<file path="config.mk">
export PLATFORM = sky130hd
export DESIGN_NAME = ttl74x201_march_tester
export DESIGN_NICKNAME = d
export VERILOG_FILES = /design/src/rtl/ttl74x201_march_tester.sv
export SDC_FILE = /design/constraint.sdc
export NUM_CORES = 1
export LEC_CHECK = 0
export BUFFER_PORTS_ARGS = -buffer_cell sky130_fd_sc_hd__buf_2
export CAP_MARGIN = 5
export CELL_PAD_IN_SITES_DETAIL_PLACEMENT = 1
export CELL_PAD_IN_SITES_GLOBAL_PLACEMENT = 1
export CORE_MARGIN = 2
export CORE_UTILIZATION = 30
export DETAILED_ROUTE_END_ITERATION = 16
export PLACE_DENSITY_LB_ADDON = 0.1
export SKIP_CTS_REPAIR_TIMING = 1
export SLEW_MARGIN = 25
export SYNTH_ARGS = -nofsm -noshare
export SYNTH_HDL_FRONTEND = slang
export SYNTH_SLANG_ARGS = --single-unit
</file>
<file path="constraint.sdc">
create_clock -name clk -period 2.6 [get_ports clk]
set_clock_uncertainty 0.15 [all_clocks]
set_input_delay 0.65 -clock clk [delete_from_list [all_inputs] [get_ports clk]]
set_output_delay 0.65 -clock clk [all_outputs]
set_load 0.05 [all_outputs]
</file>
<file path="src/rtl/ttl74x201_march_tester.sv">
// ----------------------------------------------------------------------------
// ttl74x201_march_tester
//
// March C- initiator for a TTL74x201-style static RAM (2^ADDR_WIDTH words,
// registered inverted read data). The tester drives the RAM select, R_W,
// address and data pins directly. It runs the six March C- elements over the
// whole address space and reports the first mismatch.
//
// Every tester cycle is one of three kinds:
//   WR  : S_n=0, R_W=0, D=background  (RAM writes at the closing edge)
//   RD  : S_n=0, R_W=1                (RAM registers ~data at the closing edge)
//   CHK : S_n=1, R_W=1                (~Q_n compared at the closing edge)
// A read is always RD immediately followed by CHK. This covers the one cycle
// of RAM read latency.
//
// Elements: M0 up(w0), M1 up(r0,w1), M2 up(r1,w0),
//           M3 down(r0,w1), M4 down(r1,w0), M5 down(r0).
// A clean run keeps busy high for 15 * 2^ADDR_WIDTH cycles.
//
// Ports
//   clk        system clock, shared with the RAM under test
//   rst_n      asynchronous active-low reset
//   start      one-cycle request to begin a test (honoured in IDLE/DONE only)
//   busy       high while the test is running
//   done       high in DONE until the next accepted start or reset
//   fail       valid with done; 1 = mismatch detected
//   fail_elem  March element (0-5) of the first mismatch
//   fail_addr  address of the first mismatch
//   fail_data  observed true-polarity data at the mismatch
//   R_W        to RAM: 1 = read, 0 = write
//   S_n        to RAM: active-low select
//   A          to RAM: address
//   D          to RAM: data in
//   Q_n        from RAM: inverted read data, valid the cycle after RD
// ----------------------------------------------------------------------------
module ttl74x201_march_tester #(
    parameter int ADDR_WIDTH = 8,
    parameter int DATA_WIDTH = 1
) (
    input  logic                  clk,
    input  logic                  rst_n,
    input  logic                  start,
    output logic                  busy,
    output logic                  done,
    output logic                  fail,
    output logic [2:0]            fail_elem,
    output logic [ADDR_WIDTH-1:0] fail_addr,
    output logic [DATA_WIDTH-1:0] fail_data,
    output logic                  R_W,
    output logic                  S_n,
    output logic [ADDR_WIDTH-1:0] A,
    output logic [DATA_WIDTH-1:0] D,
    input  logic [DATA_WIDTH-1:0] Q_n
);

    typedef enum logic [2:0] {
        ST_IDLE = 3'd0,
        ST_WR   = 3'd1,
        ST_RD   = 3'd2,
        ST_CHK  = 3'd3,
        ST_DONE = 3'd4
    } state_t;

    localparam logic [ADDR_WIDTH-1:0] ADDR_MAX  = {ADDR_WIDTH{1'b1}};
    localparam logic [ADDR_WIDTH-1:0] ADDR_ZERO = {ADDR_WIDTH{1'b0}};
    localparam logic [DATA_WIDTH-1:0] DATA_ONES = {DATA_WIDTH{1'b1}};
    localparam logic [DATA_WIDTH-1:0] DATA_ZERO = {DATA_WIDTH{1'b0}};
    localparam logic [2:0]            ELEM_LAST = 3'd5;

    // Background written by the WR of each element (M1 and M3 write ones).
    function automatic logic [DATA_WIDTH-1:0] write_bg(input logic [2:0] elem);
        logic [DATA_WIDTH-1:0] bg;
        case (elem)
            3'd1, 3'd3: bg = DATA_ONES;
            default:    bg = DATA_ZERO;
        endcase
        return bg;
    endfunction

    // Background expected by the read of each element (M2 and M4 read ones).
    function automatic logic [DATA_WIDTH-1:0] read_bg(input logic [2:0] elem);
        logic [DATA_WIDTH-1:0] bg;
        case (elem)
            3'd2, 3'd4: bg = DATA_ONES;
            default:    bg = DATA_ZERO;
        endcase
        return bg;
    endfunction

    // M3, M4 and M5 walk the address space downwards.
    function automatic logic is_descending(input logic [2:0] elem);
        return (elem >= 3'd3);
    endfunction

    state_t                  state_r;
    logic [2:0]              elem_r;
    logic [ADDR_WIDTH-1:0]   addr_r;

    state_t                  step_state_s;
    logic [2:0]              step_elem_s;
    logic [ADDR_WIDTH-1:0]   step_addr_s;
    logic                    last_step_s;
    logic                    elem_end_s;

    state_t                  tgt_state_s;
    logic [2:0]              tgt_elem_s;
    logic [ADDR_WIDTH-1:0]   tgt_addr_s;

    logic                    running_s;
    logic                    launch_s;
    logic [DATA_WIDTH-1:0]   observed_s;
    logic                    mismatch_s;

    // Status decode and read-data compare for the current cycle.
    always_comb begin
        running_s  = (state_r == ST_WR) || (state_r == ST_RD) || (state_r == ST_CHK);
        launch_s   = ((state_r == ST_IDLE) || (state_r == ST_DONE)) && start;
        observed_s = ~Q_n;
        mismatch_s = (state_r == ST_CHK) && (observed_s != read_bg(elem_r));
    end

    // Next position in the March sequence, assuming no mismatch.
    always_comb begin
        step_state_s = state_r;
        step_elem_s  = elem_r;
        step_addr_s  = addr_r;
        // The last cycle for an address is its WR, except in M5 (read only).
        last_step_s  = (state_r == ST_WR) ||
                       ((state_r == ST_CHK) && (elem_r == ELEM_LAST));
        // Element end is compared against the terminal address, not a wrap.
        if (is_descending(elem_r)) begin
            elem_end_s = (addr_r == ADDR_ZERO);
        end else begin
            elem_end_s = (addr_r == ADDR_MAX);
        end

        if (state_r == ST_RD) begin
            step_state_s = ST_CHK;
        end else if (!last_step_s) begin
            // CHK inside M1..M4 is followed by the write half.
            step_state_s = ST_WR;
        end else if (!elem_end_s) begin
            if (is_descending(elem_r)) begin
                step_addr_s = addr_r - {{(ADDR_WIDTH-1){1'b0}}, 1'b1};
            end else begin
                step_addr_s = addr_r + {{(ADDR_WIDTH-1){1'b0}}, 1'b1};
            end
            if (elem_r == 3'd0) begin
                step_state_s = ST_WR;
            end else begin
                step_state_s = ST_RD;
            end
        end else if (elem_r == ELEM_LAST) begin
            step_state_s = ST_DONE;
        end else begin
            // Every element after M0 opens with a read.
            step_elem_s  = elem_r + 3'd1;
            step_state_s = ST_RD;
            if (is_descending(elem_r + 3'd1)) begin
                step_addr_s = ADDR_MAX;
            end else begin
                step_addr_s = ADDR_ZERO;
            end
        end
    end

    // Target state for the next cycle: launch, stop on mismatch, or step.
    always_comb begin
        tgt_state_s = state_r;
        tgt_elem_s  = elem_r;
        tgt_addr_s  = addr_r;
        case (state_r)
            ST_IDLE, ST_DONE: begin
                if (start) begin
                    tgt_state_s = ST_WR;
                    tgt_elem_s  = 3'd0;
                    tgt_addr_s  = ADDR_ZERO;
                end else begin
                    tgt_state_s = state_r;
                end
            end
            ST_WR, ST_RD, ST_CHK: begin
                if (mismatch_s) begin
                    tgt_state_s = ST_DONE;
                end else begin
                    tgt_state_s = step_state_s;
                    tgt_elem_s  = step_elem_s;
                    tgt_addr_s  = step_addr_s;
                end
            end
            default: begin
                tgt_state_s = ST_IDLE;
                tgt_elem_s  = 3'd0;
                tgt_addr_s  = ADDR_ZERO;
            end
        endcase
    end

    // Sequencer state and all registered outputs, including the RAM pins.
    always_ff @(posedge clk or negedge rst_n) begin
        if (!rst_n) begin
            state_r   <= ST_IDLE;
            elem_r    <= 3'd0;
            addr_r    <= ADDR_ZERO;
            busy      <= 1'b0;
            done      <= 1'b0;
            fail      <= 1'b0;
            fail_elem <= 3'd0;
            fail_addr <= ADDR_ZERO;
            fail_data <= DATA_ZERO;
            R_W       <= 1'b1;
            S_n       <= 1'b1;
            A         <= ADDR_ZERO;
            D         <= DATA_ZERO;
        end else begin
            state_r <= tgt_state_s;
            elem_r  <= tgt_elem_s;
            addr_r  <= tgt_addr_s;

            busy <= (tgt_state_s == ST_WR) || (tgt_state_s == ST_RD) ||
                    (tgt_state_s == ST_CHK);
            done <= (tgt_state_s == ST_DONE);

            // RAM is selected only for WR and RD; CHK just waits for Q_n.
            S_n <= !((tgt_state_s == ST_WR) || (tgt_state_s == ST_RD));
            R_W <= (tgt_state_s != ST_WR);

            // Address and data hold their last values when not in use.
            if ((tgt_state_s == ST_WR) || (tgt_state_s == ST_RD)) begin
                A <= tgt_addr_s;
            end else begin
                A <= A;
            end
            if (tgt_state_s == ST_WR) begin
                D <= write_bg(tgt_elem_s);
            end else begin
                D <= D;
            end

            // Failure record clears on launch and captures only the first miss.
            if (launch_s) begin
                fail      <= 1'b0;
                fail_elem <= 3'd0;
                fail_addr <= ADDR_ZERO;
                fail_data <= DATA_ZERO;
            end else if (running_s && mismatch_s) begin
                fail      <= 1'b1;
                fail_elem <= elem_r;
                fail_addr <= addr_r;
                fail_data <= observed_s;
            end else begin
                fail      <= fail;
                fail_elem <= fail_elem;
                fail_addr <= fail_addr;
                fail_data <= fail_data;
            end
        end
    end

endmodule

</file>
=== Word level (Yosys, flattened, before mapping) ===
Cells that the tools add are included.

* Output and inout port bits: 26
* Word-level logic and storage cells: 89
* Flip-flop bits (word level): 40
* Bits of input ports: 4

* $lt $le $gt $ge: 2
* Reductions and logical operators: 19
* Mux-type cells: 35
* Add/sub/neg operators: 3
* Equal/unequal tests: 16
* Bitwise gates (word level): 1

{| class="wikitable"
|+ Operator list
! cell !! number
|-
| two-way mux 8 bit || 10
|-
| two-way mux 3 bit || 14
|-
| equality test 3 x 2 -> 1 bit, second input constant || 6
|-
| one-hot mux 8 bit (2 select lines) || 1
|-
| equality test 3 bit, second input constant || 4
|-
| one-hot mux 3 bit (2 select lines) || 2
|-
| equality test 3 x 1 -> 1 bit, second input constant || 3
|-
| adder 8 x 1 -> 8 bit, second input constant || 1
|-
| equality test 8 bit, second input constant || 1
|-
| zero test 8 bit || 1
|-
| subtractor 8 x 1 -> 8 bit, second input constant || 1
|-
| two-way mux 1 bit || 7
|-
| greater-or-equal comparator 3 x 2 -> 1 bit, second input constant || 2
|-
| zero test 3 bit || 2
|-
| logical OR 1 bit || 6
|-
| OR reduction 2 bit || 3
|-
| logical AND 1 bit || 4
|-
| adder 3 x 1 -> 3 bit, second input constant || 1
|-
| != test 3 x 1 -> 1 bit, second input constant || 1
|-
| OR reduction 3 bit || 1
|-
| two-way mux 2 bit || 1
|-
| nonzero test 2 bit || 1
|-
| zero test 1 bit || 1
|-
| != test 1 bit || 1
|-
| NOT 1 bit || 1
|}

=== Longest topological paths before layout ===
Gate-level depths: netlist (run 1).

* Depth after elaboration: 10
* Depth in mapped cells: 12
* Mapped depth without buffers: 11

=== Worst setup path before layout (run 1) ===
No wires, ideal clock.

* Path kind: register to register
* Start: register elem_r[0]
* End: register A[6]
* Library setup time: 0.125 ns
* Arrival time: 2.646 ns
* Cell stages (with the launch flop): 11
* Period minus slack after synthesis: 2.921 ns
* Data required time: 2.325 ns
* Path slack: -0.321 ns
* Buffers on the path: 0
* Cells stage by stage: dfrtp_1 -> ha_1 -> ha_1 -> a211o_4 -> ha_1 -> o21ai_0 -> a21oi_1 -> o21ai_0 -> a2111oi_0 -> a2111o_1 -> mux2_2

* Word-level cells in the longest chain between the ends: 9
* Elaborated cells between the ends (all ways): 32
* Classes of those cells: add/sub (1); order compare (2); eq/ne (6); mux (17); reduce/logical (6)

{| class="wikitable"
|+ Ends and longest elaborated chain
! item !! line !! source
|-
| start: declaration || 96 || <nowiki>logic [2:0] elem_r;</nowiki>
|-
| start signal: assignment || 217 || <nowiki>elem_r <= tgt_elem_s;</nowiki>
|-
| adder 3 x 1 -> 3 bit || 159 || <nowiki>if (is_descending(elem_r + 3'd1)) begin</nowiki>
|-
| greater-or-equal comparator 3 x 2 -> 1 bit || 92 || <nowiki>return (elem >= 3'd3);</nowiki>
|-
| two-way mux 8 bit || 159 ||
|-
| two-way mux 8 bit || 153 || <nowiki>end else if (elem_r == ELEM_LAST) begin</nowiki>
|-
| two-way mux 8 bit || 142 || <nowiki>end else if (!elem_end_s) begin</nowiki>
|-
| two-way mux 8 bit || 139 || <nowiki>end else if (!last_step_s) begin</nowiki>
|-
| two-way mux 8 bit || 137 || <nowiki>if (state_r == ST_RD) begin</nowiki>
|-
| two-way mux 8 bit * || 183 || <nowiki>if (mismatch_s) begin</nowiki>
|-
| one-hot mux 8 bit (2 select lines) * || 172 || <nowiki>case (state_r)</nowiki>
|-
| named net tgt_addr_s[6] || 107 || <nowiki>logic [ADDR_WIDTH-1:0] tgt_addr_s;</nowiki>
|-
| end signal: assignment || 230 || <nowiki>A <= tgt_addr_s;</nowiki>
|-
| end: declaration || 51 || <nowiki>output logic [ADDR_WIDTH-1:0] A,</nowiki>
|}

Mark *: on every way through the listed nets, which the timed path passes. The rest lies on a longest branch.
A chain may end at the register's enable or synchronous reset.

=== Worst setup path in the final report (run 1) ===
* Start: register elem_r[1]
* End: register A[6]

Same word-level chain as after synthesis.

==> results of run 1 <==
==> how the worst min path moves through the flow <==
stage                         to  cells past startpoint  slack [ns]
finish                state_r[1]                      1        0.21
global route        fail_addr[6]                      1        0.24
CTS                         A[1]                      1        0.22
detailed placement  fail_addr[6]                      2        0.33
global placement            fail                      1        0.32
floorplan                   A[0]                      0        0.20
==> routing by layer <==
metal	GRT usage	vias up
met5	0	-
met4	0.0346	0
met3	0.0335	4
met2	0.251	27
met1	0.222	945
li1	-	934
==> logic make-up after synthesis <==
logic type,synth area share
buffers and inverters,0.0476
multiplexers,0.0549
flip-flops,0.454
AND/OR/NAND/NOR,0.147
XOR/XNOR,0.0198
AO/OA/AOI/OAI,0.206
adder cells (fa/ha/maj),0.0713
==> stage by stage <==
stage / total power [uW] / worst slack, ns / setup TNS (ns) / hold slack (ns)
floorplan: 1930 / -0.158 / -1.08 / 0.204
global placement: 2470 / -0.144 / -0.627 / 0.319
detailed placement: 2490 / -0.195 / -0.936 / 0.331
CTS: 3040 / -0.206 / -1.07 / 0.218
global route: 3300 / -0.263 / -1.86 / 0.245
finish: 3110 / -0.190 / -1.01 / 0.210
==> power by group through the flow <==
stage	clock [uW]	sequential [uW]	combinational, uW
6_report	534	907	1660
5_1_grt	583	930	1790
4_1_cts	556	904	1580
3_5_place_dp	0	915	1570
3_3_place_gp	0	908	1570
2_1_floorplan	0	1250	680
==> final cells by class <==
type                            count  area, um^2
Fill cell                         826        4080
Inverter                           11        43.8
Sequential cell                    40        1000
Tap cell                           99         124
Clock inverter                      3        47.5
Clock buffer                        5        68.8
Timing Repair Buffer               75         527
Multi-Input combinational cell    155        1280
==> flip-flops by register name, summed over array words and instances, names as in the netlist <==
register   cells
A              8
addr_r         8
fail_addr      8
elem_r         3
fail_elem      3
state_r        3
D              1
R_W            1
S_n            1
busy           1
done           1
fail           1
fail_data      1
==> worst reg2reg max path, delay by kind of cell, from the launching register on <==
kind / cells / cell delay (ns)
compound gates: 4 / 1.00
fa+ha+maj: 3 / 0.67
flops: 1 / 0.39
mux: 1 / 0.27
simple gates: 2 / 0.21
==> cell usage after synthesis (4+ instances only) <==
cell type / n / share of area
dfrtp_1: 38 / 0.43
nand2_1: 19 / 0.032
o21ai_0: 18 / 0.041
nand3_1: 14 / 0.032
ha_1: 11 / 0.062
inv_1: 11 / 0.019
nor2_1: 11 / 0.019
a21oi_1: 9 / 0.020
mux2_2: 9 / 0.046
a31oi_1: 5 / 0.014
a22o_1: 4 / 0.016
nand2b_1: 4 / 0.011
==> results.tsv, run 1 <==
metric	value	unit
status	complete, but fails checks	
violations	setup timing	
dieArea	8070	um^2
dp_cells	375	
wire_per_inst	16.8	um
drtAntennaViolNets	0	
dpl.hpwl	4800	um
sequentialPowerShare	0.292	
ys_seq_area_frac	0.454	
slowest_stage	a211o_4	
synth_warnings	0	
drtIter0Drc	73	
fin_util	0.431	
grt_pass1_vias	1957	
core	7180	um^2
syn_area_per_cell	10.3	um^2
syn_area	2210	um^2
cts_inserted_buffers	5	
peakVddDrop	0.280	mV
drive_gt1_frac	0.429	
dr.pass1.iters	4	
r2r_setup_slack	-0.19	ns
final_common_cell	buf_4	
path_class	reg -> reg	
rsz0062_at_grt	yes	
pwr-share-comb	0.536	
ys.flop_type	dfrtp_1	
critPathCapture	A[6]	
met2WireLength	3100	um
top_layer	met4	
min-delay-path-class	in -> async	
drt-met1-wl	3190	um
fmax	358	MHz
diodes	0	
grt_max_degree	27	
worstSetupEndpointType	flip-flop	
synth-seq-cells	40	
syn2layout_area_growth	39.9	%
clkPwrFrac	0.172	
place_congestion	0.794	
r2r_end	A[6]	
period_share	1.07	
drc	0	
overflow	0	
start_kind	flip-flop	
clock-root-buffer	clkbuf_8	
finalWirelength	6510	um
post_synth_num_cell_types	51	
path_cells	ha_2 -> ha_4 -> a211o_4 -> ha_4 -> nand2b_4 -> a21oi_4 -> o21ai_2 -> nor4b_1 -> a2111o_1 -> mux2_2	
cellLeakagePower	0.00150	uW
setup_ws	-0.190	ns
syn_inst	214	
grt_pass1_wl	10200	um
finalNonFillerCells	388	
crit_buf_inv	0	
htreeDepth	2	
postLayoutCellArea	3090	um^2
cts_tree	yes	
cp_data_arrival_time	2.84	ns
period_needed	2.79	ns
die_h	89.8	um
power.density	1000	nW/um^2
crit_top_cell	ha_4	
clockBufferDepth	2	
setup_viol	11	
hold_viol_final	0	
r2r_start	elem_r[1]	
tightest_slew	0.628	ns
relSlewSlack	0.582	
fin_nets	304	
viasPerCell	4.92	
boundaryPins	30	
clock_sinks	40	
crit_required	2.65	ns
switchingPower	1350	uW
p_sw_frac	0.435	
synth_edf_count	0	
grt_antenna_before_repair	0	
cap_viol_max_count	0	
drv_slew	0	
track_usage	0.158	
initial_utilization	0.308	
max_stage_delay	0.40	ns
rows	31	
cp-startpoint	elem_r[1]	
cp_top_family	compound AO/OA/AOI/OAI gates	
r2r_cells	10	
final_cell_mix	buf_4, dfrtp_1, buf_2	
vias	1910	
wl_met3	187	um
async_reset_ff_frac	1.00	
cp.depth	10	
numPortBuffers	29	
clk_pin_slew	0.09	ns
place_area	2810	um^2
die_width	89.8	um
internal-power	1760	uW
synth_fp_nets	230	
clk_latency	0.30	ns
path_max_fanout	8	
No activity file was read; power rests on OpenSTA's default activity.
==> run 2: changes to the inputs <==
SETUP_SLACK_MARGIN = 0.5   (was unset)
SLEW_MARGIN = unset   (was 25)
==> results.tsv, run 2 (same netlist as run 1, synthesis figures left out) <==
metric	value	unit	change
status	complete, but fails checks		unchanged
violations	setup timing		unchanged
finalWirelength	6680	um	was 6510 um
dp_cells	367		was 375
clk_latency	0.30	ns	about the same
rsz0062_at_grt	yes		unchanged
drc	0		unchanged
viasPerCell	5.08		was 4.92
syn2layout_area_growth	41.8	%	was 39.9%
die_h	89.8	um	unchanged
power.density	996	nW/um^2	was 1000 nW/um^2
place_ws	-0.196	ns	was -0.195 ns
cp-startpoint	elem_r[0]		was elem_r[1]
clock-root-buffer	clkbuf_8		unchanged
fmax	357	MHz	was 358 MHz
boundaryPins	30		unchanged
rows	31		unchanged
drtIter0Drc	39		was 73
crit_required	2.65	ns	about the same
vias	1967		was 1910
dpl.hpwl	4650	um	was 4800 um
power	3120	uW	was 3110 uW
grt_pass1_vias	1862		was 1957
r2r_setup_slack	-0.20	ns	was -0.19 ns
worstSetupEndpointType	flip-flop		unchanged
min-delay-path-class	in -> async		unchanged
grt_max_degree	41		was 27
hold_viol_final	0		unchanged
drtAntennaViolNets	0		unchanged
drv_slew	0		unchanged
setup_ws	-0.205	ns	was -0.190 ns
cts_tree	yes		unchanged
finalNonFillerCells	387		was 388
core	7180	um^2	unchanged
cp_data_arrival_time	2.85	ns	was 2.84 ns
die_width	89.8	um	unchanged
wire_per_inst	17.3	um	was 16.8 um
grt_antenna_before_repair	0		unchanged
path_class	reg -> reg		unchanged
dr.pass1.iters	4		unchanged
dieArea	8070	um^2	unchanged
final_cell_mix	dfrtp_1, buf_4, buf_2		was buf_4, dfrtp_1, buf_2
numPortBuffers	29		unchanged
cellLeakagePower	0.00151	uW	was 0.00150 uW
start_kind	flip-flop		unchanged
largestRegisters	A: 8 flops, addr_r: 8 flops, fail_addr: 8 flops		unchanged
cap_viol_max_count	0		unchanged
final_common_cell	dfrtp_1		was buf_4
setup_viol	10		was 11
diodes	0		unchanged
peakVddDrop	0.251	mV	was 0.280 mV
initial_utilization	0.308		unchanged
r2r_cells	10		unchanged
clock_sinks	40		unchanged
clockBufferDepth	2		unchanged
period_needed	2.80	ns	was 2.79 ns
track_usage	0.161		was 0.158
htreeDepth	2		unchanged
path_max_fanout	8		unchanged
r2r_end	A[6]		unchanged
place_congestion	0.758		was 0.794
fin_nets	303		was 304
grt_pass1_wl	10200	um	about the same
tightest_slew	0.537	ns	was 0.628 ns
drive_gt1_frac	0.465		was 0.429
r2r_start	elem_r[0]		was elem_r[1]
period_share	1.08		was 1.07
critPathCapture	A[6]		unchanged
finalHoldWorstSlack	0.262	ns	was 0.210 ns
cts_inserted_buffers	5		unchanged
relSlewSlack	0.639		was 0.582
overflow	0		unchanged
clk_pin_slew	0.09	ns	about the same
run 2: changes by cell type in the layout (fill, tap and decap cells not counted), moves of 3 or more:
cell / previous run / this run
buf_4: 41 / 36
o21ai_2: 2 / 5
or2_4: 1 / 5
o21ai_0: 13 / 9
inv_2: 0 / 3
run 2: cell type report:
class                           instances  area (um^2)
Fill cell                             823         4040
Tap cell                               99          124
Clock inverter                          3         42.5
Timing Repair Buffer                   71          492
Inverter                               11         41.3
Sequential cell                        40         1000
Multi-Input combinational cell        158         1360
Clock buffer                            5         68.8
run 2: routing by layer:
| metal | global-route usage | part of all wire |
|---|---|---|
| met5 | 0 | 0 |
| met2 | 0.243 | 0.46 |
| met4 | 0.0385 | 0.0082 |
| met1 | 0.239 | 0.51 |
| met3 | 0.0285 | 0.023 |
run 2: worst min-delay path by stage:
stage                        end  slack (ns)  cells after the start
finish                      A[6]        0.26                      2
CTS                   state_r[1]        0.28                      2
detailed placement  fail_addr[3]        0.33                      2
global placement    fail_addr[4]        0.33                      2
global route          state_r[1]        0.31                      2
floorplan                   A[0]        0.20                      0
run 2: report_power, final:
group	internal (uW)	switching [uW]
clock network	285	254
registers	790	134
logic	651	1010
run 2: through the flow:
step	setup TNS, ns	cell area (um^2)	utilization
floorplan	-1.04	2300	-
global placement	-0.810	2750	0.384
detailed placement	-1.09	2750	0.384
CTS	-1.19	2870	0.399
global route	-2.27	3130	0.437
finish	-1.33	3130	0.437
run 2: worst max-delay path, stage by stage, from the launching register on:
cell and delay (ns):
dfrtp_2 0.44, ha_4 0.17, ha_4 0.15, a211o_4 0.39, ha_4 0.32, nand2b_4 0.07
a21oi_4 0.17, o21ai_2 0.09, nor4b_4 0.14, a2111o_1 0.36, mux2_4 0.26
==> run 3: changes to the inputs <==
CAP_MARGIN = 20   (was 5)
clock period = 3.6 ns   (was 2.6 ns; I/O delays follow)
==> results.tsv, run 3 (same netlist as run 1, synthesis figures left out) <==
metric	value	unit	change
dieArea	8070	um^2	unchanged
diodes	0		unchanged
setup_viol	0		was 10
clockBufferDepth	2		unchanged
die_width	89.8	um	unchanged
drtIter0Drc	95		was 39
cap_viol_max_count	0		unchanged
grt-busiest-layer	met2		unchanged
cts_tree	yes		unchanged
grtUsageMet1	0.211		was 0.239
grt_antenna_before_repair	0		unchanged
hold_viol_final	0		unchanged
path_max_fanout	10		was 8
clock_sinks	40		unchanged
clk_pin_slew	0.08	ns	was 0.09 ns
power.density	778	nW/um^2	was 996 nW/um^2
die_h	89.8	um	unchanged
postLayoutCellArea	2590	um^2	was 3130 um^2
relSlewSlack	0.388		was 0.639
fmax	332	MHz	was 357 MHz
finalWirelength	5710	um	was 6680 um
peakVddDrop	0.215	mV	was 0.251 mV
core	7180	um^2	unchanged
p_sw_frac	0.445		was 0.447
use_met2	0.224		was 0.243
status	complete, no violations		was complete, but fails checks
place_congestion	0.797		was 0.758
syn2layout_area_growth	17.3	%	was 41.8%
rsz0062_at_grt	yes		unchanged
cp_data_arrival_time	3.05	ns	was 2.85 ns
pwr-share-comb	0.486		was 0.531
grt_pass1_vias	1866		was 1862
place_area	2440	um^2	was 2750 um^2
clkPwrFrac	0.184		was 0.173
largestRegisters	A: 8 flops, addr_r: 8 flops, fail_addr: 8 flops		unchanged
track_usage	0.147		was 0.161
final_cell_mix	dfrtp_1, buf_2, nand2_1		was dfrtp_1, buf_4, buf_2
num-fill-cells	847		was 823
overflow	0		unchanged
path_class	reg -> reg		unchanged
sequentialPowerShare	0.330		was 0.296
vias	1791		was 1967
cellLeakagePower	0.00127	uW	was 0.00151 uW
min-delay-path-class	reg -> reg		was in -> async
grt_use_met3	0.0302		was 0.0285
dpl.hpwl	4170	um	was 4650 um
drc	0		unchanged
initial_utilization	0.308		unchanged
worstSetupEndpointType	flip-flop		unchanged
drv_slew	0		unchanged
rows	31		unchanged
switchingPower	898	uW	was 1390 uW
period_share	0.837		was 1.08
grt_pass1_wl	9620	um	was 10200 um
viasPerCell	5.15		was 5.08
fin_nets	264		was 303
drtAntennaViolNets	0		unchanged
internal-power	1120	uW	was 1720 uW
start_kind	flip-flop		unchanged
clk_latency	0.30	ns	about the same
crit_required	3.64	ns	was 2.65 ns
numPortBuffers	29		unchanged
grt_max_degree	41		unchanged
cts_inserted_buffers	5		unchanged
drive_gt1_frac	0.265		was 0.465
tightest_slew	0.918	ns	was 0.537 ns
clock-root-buffer	clkbuf_8		unchanged
period_needed	3.01	ns	was 2.80 ns
final_common_cell	dfrtp_1		unchanged
htreeDepth	2		unchanged
boundaryPins	30		unchanged
wire_per_inst	16.4	um	was 17.3 um
fin_setup_tns	0	ns	was -1.33 ns
dr.pass1.iters	4		unchanged
## run 3: cell count changes in the layout (fill, tap and decap cells not counted), sizes merged
cell / before / now
or2: 6 / 3
buf: 71 / 35
## run 3: critical path, cell delays in order (launching register included)
cell and delay [ns]:
dfrtp_2 0.45, ha_1 0.22, ha_1 0.19, a211o_4 0.33
inv_1 0.15, fa_1 0.24, nand2b_1 0.14, a21oi_1 0.08
o21ai_1 0.17, a2111oi_0 0.12, a2111o_1 0.41, mux2_2 0.26
## run 3: area by class of cell
| cell class | count | area (um^2) | share of cell area |
|---|---|---|---|
| clock buffers | 5 | 68.8 | 0.0265 |
| well taps | 99 | 124 | 0.0478 |
| repair buffers | 35 | 203 | 0.0782 |
| clock inverters | 3 | 42.5 | 0.0164 |
| multi-input cells | 155 | 1110 | 0.427 |
| flip-flops and latches | 40 | 1010 | 0.389 |
| inverters | 11 | 41.3 | 0.0159 |
## run 3: power by group through the flow
stage	Clock, uW	Sequential [uW]	Combinational (uW)
final	371	665	981
after global routing	410	684	1070
after detailed placement	0	674	953
after global placement	0	674	945
after floorplan	0	899	471
after CTS	390	665	954
## run 3: final timing paths
path | startpoint | end | slack (ns) | depth (start not counted)
hold / removal | fail | fail | 0.34 | 1
setup / recovery | elem_r[0] | A[6] | 0.59 | 11
hold reg to reg | fail | fail | 0.34 | 1
max in group asynchronous | rst_n | elem_r[0] | 2.08 | 1
min in group asynchronous | rst_n | done | 0.58 | 1
setup reg to reg | elem_r[0] | A[6] | 0.59 | 11
## run 3: layer usage
metal	wire length, um	share of wire
met5	0	0
met4	63	0.011
met3	245	0.043
met2	2450	0.43
met1	2950	0.52
## run 3: through the flow
| step | total power, uW | std cells | hold slack (ns) | util | setup WS (ns) |
|---|---|---|---|---|---|
| 2_1_floorplan | 1370 | 214 | 0.359 | - | 0.679 |
| 3_3_place_gp | 1620 | 337 | 0.326 | 0.340 | 0.500 |
| 3_5_place_dp | 1630 | 337 | 0.333 | 0.340 | 0.406 |
| 4_1_cts | 2010 | 345 | 0.355 | 0.355 | 0.392 |
| 5_1_grt | 2160 | 348 | 0.376 | 0.361 | 0.410 |
| 6_report | 2020 | 348 | 0.341 | 0.361 | 0.588 |
